`config.mk`:
```
export PLATFORM = sky130hd
export DESIGN_NAME = dmem_xbar
export DESIGN_NICKNAME = d
export VERILOG_FILES = /design/src/rtl/dmem_xbar.sv
export SDC_FILE = /design/constraint.sdc
export NUM_CORES = 1
export LEC_CHECK = 0
export ABC_AREA = 0
export CAP_MARGIN = 20
export CORE_AREA = 2 2 115 117
export DETAILED_ROUTE_END_ITERATION = 6
export DIE_AREA = 0 0 117 119
export HOLD_SLACK_MARGIN = 0.15
export PLACE_DENSITY = 0.66
export SLEW_MARGIN = 0
export SYNTH_ARGS = -nofsm -noshare
export SYNTH_HDL_FRONTEND = slang
export SYNTH_SLANG_ARGS = --single-unit
```
`constraint.sdc`:
```
create_clock -name clk -period 4.1 [get_ports clk]
set_clock_uncertainty 0.05 [all_clocks]
set_input_delay 0.82 -clock clk [delete_from_list [all_inputs] [get_ports clk]]
set_output_delay 0.82 -clock clk [all_outputs]
set_load 0.1 [all_outputs]
```
`src/rtl/dmem_xbar.sv`:
```
// rtl/dmem_xbar.sv - 1-to-N data-memory crossbar with in-order read response FIFO and decode-error reporting
module dmem_xbar #(
  parameter int                         NUM_SLAVES      = 3,
  parameter logic [NUM_SLAVES*32-1:0]   SLAVE_BASE      = {32'h1000_1000, 32'h1000_0000, 32'h0000_0000},
  parameter logic [NUM_SLAVES*32-1:0]   SLAVE_MASK      = {32'hFFFF_F000, 32'hFFFF_F000, 32'hF000_0000},
  parameter int                         MAX_OUTSTANDING = 4,
  parameter logic [31:0]                ERR_DATA        = 32'hDEAD_BEEF,
  parameter int                         CNT_W           = 8
) (
  input  logic                       clk,
  input  logic                       reset,
  input  logic [31:0]                m_req_addr,
  input  logic [31:0]                m_req_wdata,
  input  logic [3:0]                 m_req_wmask,
  input  logic                       m_req_write,
  input  logic                       m_req_valid,
  output logic                       m_req_ready,
  output logic                       m_resp_valid,
  input  logic                       m_resp_ready,
  output logic [31:0]                m_resp_rdata,
  output logic                       m_resp_err,
  output logic [31:0]                s_req_addr,
  output logic [31:0]                s_req_wdata,
  output logic [3:0]                 s_req_wmask,
  output logic                       s_req_write,
  output logic [NUM_SLAVES-1:0]      s_req_valid,
  input  logic [NUM_SLAVES-1:0]      s_req_ready,
  input  logic [NUM_SLAVES-1:0]      s_resp_valid,
  output logic [NUM_SLAVES-1:0]      s_resp_ready,
  input  logic [NUM_SLAVES*32-1:0]   s_resp_rdata,
  output logic                       decode_err,
  output logic [CNT_W-1:0]           err_count,
  input  logic                       err_clear
);

  localparam int ID_W  = $clog2(NUM_SLAVES + 1);
  localparam int PTR_W = $clog2(MAX_OUTSTANDING);
  localparam int OCC_W = $clog2(MAX_OUTSTANDING + 1);
  localparam logic [ID_W-1:0]  ERR_ID   = ID_W'(NUM_SLAVES);
  localparam logic [OCC_W-1:0] FULL_CNT = OCC_W'(MAX_OUTSTANDING);

  logic [ID_W-1:0]  sel;
  logic             is_err;
  logic             issue_ok;
  logic             sel_ready;
  logic             accept;
  logic             push;
  logic             pop;
  logic [ID_W-1:0]  head_id;

  logic [OCC_W-1:0] cnt_q, cnt_d;
  logic [PTR_W-1:0] wr_ptr_q, wr_ptr_d;
  logic [PTR_W-1:0] rd_ptr_q, rd_ptr_d;
  logic [ID_W-1:0]  tail_id_q, tail_id_d;
  logic [ID_W-1:0]  fifo_q [MAX_OUTSTANDING];
  logic [ID_W-1:0]  fifo_d [MAX_OUTSTANDING];
  logic             decode_err_q, decode_err_d;
  logic [CNT_W-1:0] err_count_q, err_count_d;

  assign s_req_addr  = m_req_addr;
  assign s_req_wdata = m_req_wdata;
  assign s_req_wmask = m_req_wmask;
  assign s_req_write = m_req_write;
  assign decode_err  = decode_err_q;
  assign err_count   = err_count_q;

  // Address decode: scan downward so the lowest matching index wins on overlap.
  always_comb begin
    sel = ERR_ID;
    for (int i = NUM_SLAVES - 1; i >= 0; i--) begin
      if ((m_req_addr & SLAVE_MASK[i*32 +: 32]) == SLAVE_BASE[i*32 +: 32]) sel = ID_W'(i);
    end
  end

  // Request routing: reads may only join the FIFO behind the same target, so responses stay ordered.
  always_comb begin
    is_err = (sel == ERR_ID);
    if (m_req_write) issue_ok = 1'b1;
    else             issue_ok = (cnt_q < FULL_CNT) && ((cnt_q == '0) || (sel == tail_id_q));
    sel_ready   = is_err;
    s_req_valid = '0;
    for (int i = 0; i < NUM_SLAVES; i++) begin
      if (sel == ID_W'(i)) begin
        s_req_valid[i] = m_req_valid & issue_ok;
        sel_ready      = s_req_ready[i];
      end
    end
    m_req_ready = issue_ok & sel_ready;
    accept      = m_req_valid & m_req_ready;
    push        = accept & ~m_req_write;
  end

  // Response steering from the FIFO head; the error target answers on its own.
  always_comb begin
    head_id      = fifo_q[rd_ptr_q];
    m_resp_valid = 1'b0;
    m_resp_rdata = '0;
    m_resp_err   = 1'b0;
    s_resp_ready = '0;
    if (cnt_q != '0) begin
      if (head_id == ERR_ID) begin
        m_resp_valid = 1'b1;
        m_resp_rdata = ERR_DATA;
        m_resp_err   = 1'b1;
      end else begin
        for (int i = 0; i < NUM_SLAVES; i++) begin
          if (head_id == ID_W'(i)) begin
            m_resp_valid    = s_resp_valid[i];
            m_resp_rdata    = s_resp_rdata[i*32 +: 32];
            s_resp_ready[i] = m_resp_ready;
          end
        end
      end
    end
    pop = m_resp_valid & m_resp_ready;
  end

  // Next-state for the outstanding-read FIFO and the error bookkeeping.
  always_comb begin
    fifo_d       = fifo_q;
    wr_ptr_d     = wr_ptr_q;
    rd_ptr_d     = rd_ptr_q;
    tail_id_d    = tail_id_q;
    cnt_d        = cnt_q;
    decode_err_d = decode_err_q;
    err_count_d  = err_count_q;
    if (push) begin
      fifo_d[wr_ptr_q] = sel;
      wr_ptr_d         = wr_ptr_q + 1'b1;
      tail_id_d        = sel;
    end
    if (pop) rd_ptr_d = rd_ptr_q + 1'b1;
    case ({push, pop})
      2'b10:   cnt_d = cnt_q + 1'b1;
      2'b01:   cnt_d = cnt_q - 1'b1;
      default: cnt_d = cnt_q;
    endcase
    if (err_clear) begin
      decode_err_d = 1'b0;
      err_count_d  = '0;
    end else if (accept && is_err) begin
      decode_err_d = 1'b1;
      if (err_count_q != '1) err_count_d = err_count_q + 1'b1;
    end
  end

  // State registers; reset drops any pending responses.
  always_ff @(posedge clk or posedge reset) begin
    if (reset) begin
      cnt_q        <= '0;
      wr_ptr_q     <= '0;
      rd_ptr_q     <= '0;
      tail_id_q    <= '0;
      fifo_q       <= '{default: '0};
      decode_err_q <= 1'b0;
      err_count_q  <= '0;
    end else begin
      cnt_q        <= cnt_d;
      wr_ptr_q     <= wr_ptr_d;
      rd_ptr_q     <= rd_ptr_d;
      tail_id_q    <= tail_id_d;
      fifo_q       <= fifo_d;
      decode_err_q <= decode_err_d;
      err_count_q  <= err_count_d;
    end
  end

endmodule

```
==> impl_summary.md <==
Timing
The worst hold-check slack is between 400 and 500 ps. Based on the critical path, the design can be clocked at up to between 0.2 and 0.25 GHz. The transition time at the pin with the least slew margin is 995 ps.

The count of final max-slew check failures is 0. Dividing the final minimum period by the clock period gives roughly 100%. The count of final setup violators is 0. Setup repair after global routing left no endpoint under its margin.

The final number of hold-violating endpoints is 0. In this run the tightest slew margin relative to its limit is 33.4%. The minimum clock period after layout is about 4000 ps.

Critical path
The worst endpoint data arrival time is between 3000 and 4000 ps. The launching element type of the critical path is an input pin. Across all register-to-register paths, the minimum setup slack is 990 ps. The worst setup path is captured at a primary output. Of all nets on the critical path, the largest fanout is 4. The type of the worst setup path is in2out. The required time at the endpoint of the critical path is ~3200 ps.

Floorplanning
The starting density of the core is 21.6%. The core region is 12,900 um2. The row count is 42. The die is between 100 and 150 um wide. The I/O pin count is a little under 300.

The die height is 119 um. The die area is 13,900 um2.

Synthesis
The net count after synthesis is roughly 570. The cell count after synthesis is 384. Summing the sequential cell areas from Yosys gives 23.3% of the chip area. The number of flops mapped to enable cells by yosys is 0.

In this run the cell area of the synthesized design comes to 2790 um2. The average instance in the mapped netlist occupies 7.26 um2. In the synthesized netlist the dominant register cell turns out to be sky130_fd_sc_hd__dfrtp_1. In the synthesized netlist the async set-or-reset flop fraction comes to 100%. The number of synthesized register bits is 26. The number of different library cells used by synthesis comes to 37. The Yosys step of the flow raised 0 warnings.

Detailed routing
Dividing the detail-routed via count by the number of cells gives approximately 4.7. The number of search-and-repair iterations in the first detailed-routing pass is 4. The total length of routed wires is 10,500 um. In the final routed layout, each cell accounts on average for 15.3 um. The first routing iteration left 87 violations. The DRC violations left is 0. The overall via count from detail_route is approximately 3,200. The post-route antenna net violation count is 0.

Global routing
The overall fraction of global-route tracks in use is 14.2%. The number of antenna violations at the first check in global routing is 0. The largest net degree at the start of global routing is 28.

The global-route congestion overflow total is 0. The first global-routing pass estimated between 15,000 and 20,000 um of wire. The via count of the first global-routing pass is 3,325.

Layout
The area occupied by registers is 651 um2. Summing all multi-input logic gate instances after layout gives about 1700 um2. The count of fill cells added during filler insertion is 1,315.

The number of antenna cells inserted is 0. Leaving out fill and tap cells, the most frequent cells in the layout are 136 x sky130_fd_sc_hd__clkdlybuf4s50_1, 87 x sky130_fd_sc_hd__nand2_1, 41 x sky130_fd_sc_hd__buf_4. The library cell used most frequently in the layout, excluding fill and tap cells, is sky130_fd_sc_hd__clkdlybuf4s50_1. The net count of the finished layout is 691. In the final layout, the share of cells above drive strength 1 is 23.7%. The area growth from synthesis to layout is 80.2%.

Clock network
The tree built by TritonCTS fans out to 26 sinks. After clock tree synthesis, the clock-pin slew on the worst setup and hold paths is 60 ps. The tree is rooted in a sky130_fd_sc_hd__clkbuf_16.

The largest buffer count on any clock path is 2. The number of buffers created by CTS is 3. The count of H-tree levels built during CTS is 1.

Buffers inserted to repair hold after CTS numbered 0. The clock latency reported for the late side of the worst-skew pair is around 260 ps. The TritonCTS clock tree is done.

Place
The sum of net half-perimeters after detailed placement is 8770 um. Buffers placed on the I/O ports in this run total 198. The routability congestion estimate from global placement is 0.822.

Hold path
The worst hold path class is reg2reg.

Run
The max-cap check violation count is 0.

Outcome
The run finished with clean final reports.
## metal layers
layer	routed length [um]	track usage, %	up-vias
li1	-	-	1505
met1	3820	15.1	1472
met2	5210	25.8	168
met3	1120	4.43	38
met4	326	5.15	0
met5	0	0	-
## sequential cells by signal (all words and copies together), names as in the netlist
register,count
tail_id_q,2
err_count,8
decode_err,1
wr_ptr_q,2
cnt_q,3
fifo_q,8
rd_ptr_q,2
## kinds of logic (layout without fill, tap and decap cells)
logic type / count (synthesis) / count (layout) / share of synthesized area (%)
xor gates and xnor gates: 7 / 7 / 2.20
adders and majority gates: 7 / 7 / 3.41
DFF: 26 / 26 / 23.3
and+or+nand+nor: 147 / 147 / 23.9
muxes: 19 / 19 / 7.32
AOI/OAI and AO/OA: 80 / 80 / 17.3
buffers and inverters: 98 / 221 / 22.5
## critical path: stages
cell                              delay (ps)
sky130_fd_sc_hd__clkdlybuf4s50_1         460
sky130_fd_sc_hd__or4_1                   580
sky130_fd_sc_hd__or3_1                   370
sky130_fd_sc_hd__a41oi_4                 240
sky130_fd_sc_hd__nor2_2                  120
sky130_fd_sc_hd__nor4b_4                 320
sky130_fd_sc_hd__buf_12                  210
## per-stage QoR
stage	util [%]	setup TNS, ps	setup WS [ps]	instance area, um2	instances
2_1_floorplan	-	-97.5	-69.0	2970	384
3_3_place_gp	37.8	0	102	4860	678
3_5_place_dp	37.8	0	49.6	4860	678
4_1_cts	38.6	0	34.6	4970	682
5_1_grt	39.0	0	20.1	5020	683
6_report	39.0	0	98.1	5020	683
## layout make-up
| class | count | area share (%) |
|---|---|---|
| clock inverters | 1 | 0.598 |
| inverters | 10 | 0.747 |
| repair buffers | 207 | 45.3 |
| well taps | 176 | 4.38 |
| multi-input cells | 260 | 34.5 |
| flip-flops and latches | 26 | 13.0 |
| clock buffers | 3 | 1.49 |
## what timing repair did
item / in CTS / in global routing
gates resized for setup: 0 / 4
endpoints found under the setup margin: 0 / 4
hold endpoints to repair: 0 / 0
buffers inserted: 0 / 0
## final timing paths
check / from / to / depth (start not counted)
max reg2reg: rd_ptr_q[0] / cnt_q[2] / 11
min in group asynchronous: reset / err_count[0] / 2
max: m_req_addr[28] / s_req_valid[2] / 7
max in group asynchronous: reset / fifo_q[0] / 3
min reg2reg: cnt_q[0] / cnt_q[0] / 1
min: cnt_q[0] / cnt_q[0] / 1
## synth_stat cells (all sizes together), types with 2 or more instances
cell | count | area, um2
mux2i | 8 | 80.1
mux2 | 11 | 124
nor4 | 4 | 25.0
nand2b | 2 | 12.5
a21oi | 10 | 50.1
xnor2 | 3 | 26.3
nor3 | 5 | 25.0
o31ai | 3 | 22.5
a22oi | 8 | 60.1
or3 | 6 | 37.5
inv | 10 | 37.5
nand2 | 87 | 327
dfrtp | 26 | 651
or4 | 4 | 30.0
nand3 | 7 | 35.0
nor2 | 22 | 82.6
ha | 6 | 75.1
xor2 | 4 | 35.0
clkbuf | 17 | 63.8
a31oi | 24 | 150
buf | 71 | 526
o21ai | 30 | 150
nor4b | 4 | 50.1
Power is left out: the tool's default activity adds up to more than one toggle a clock period on the data nets, which glitch-free logic cannot reach.
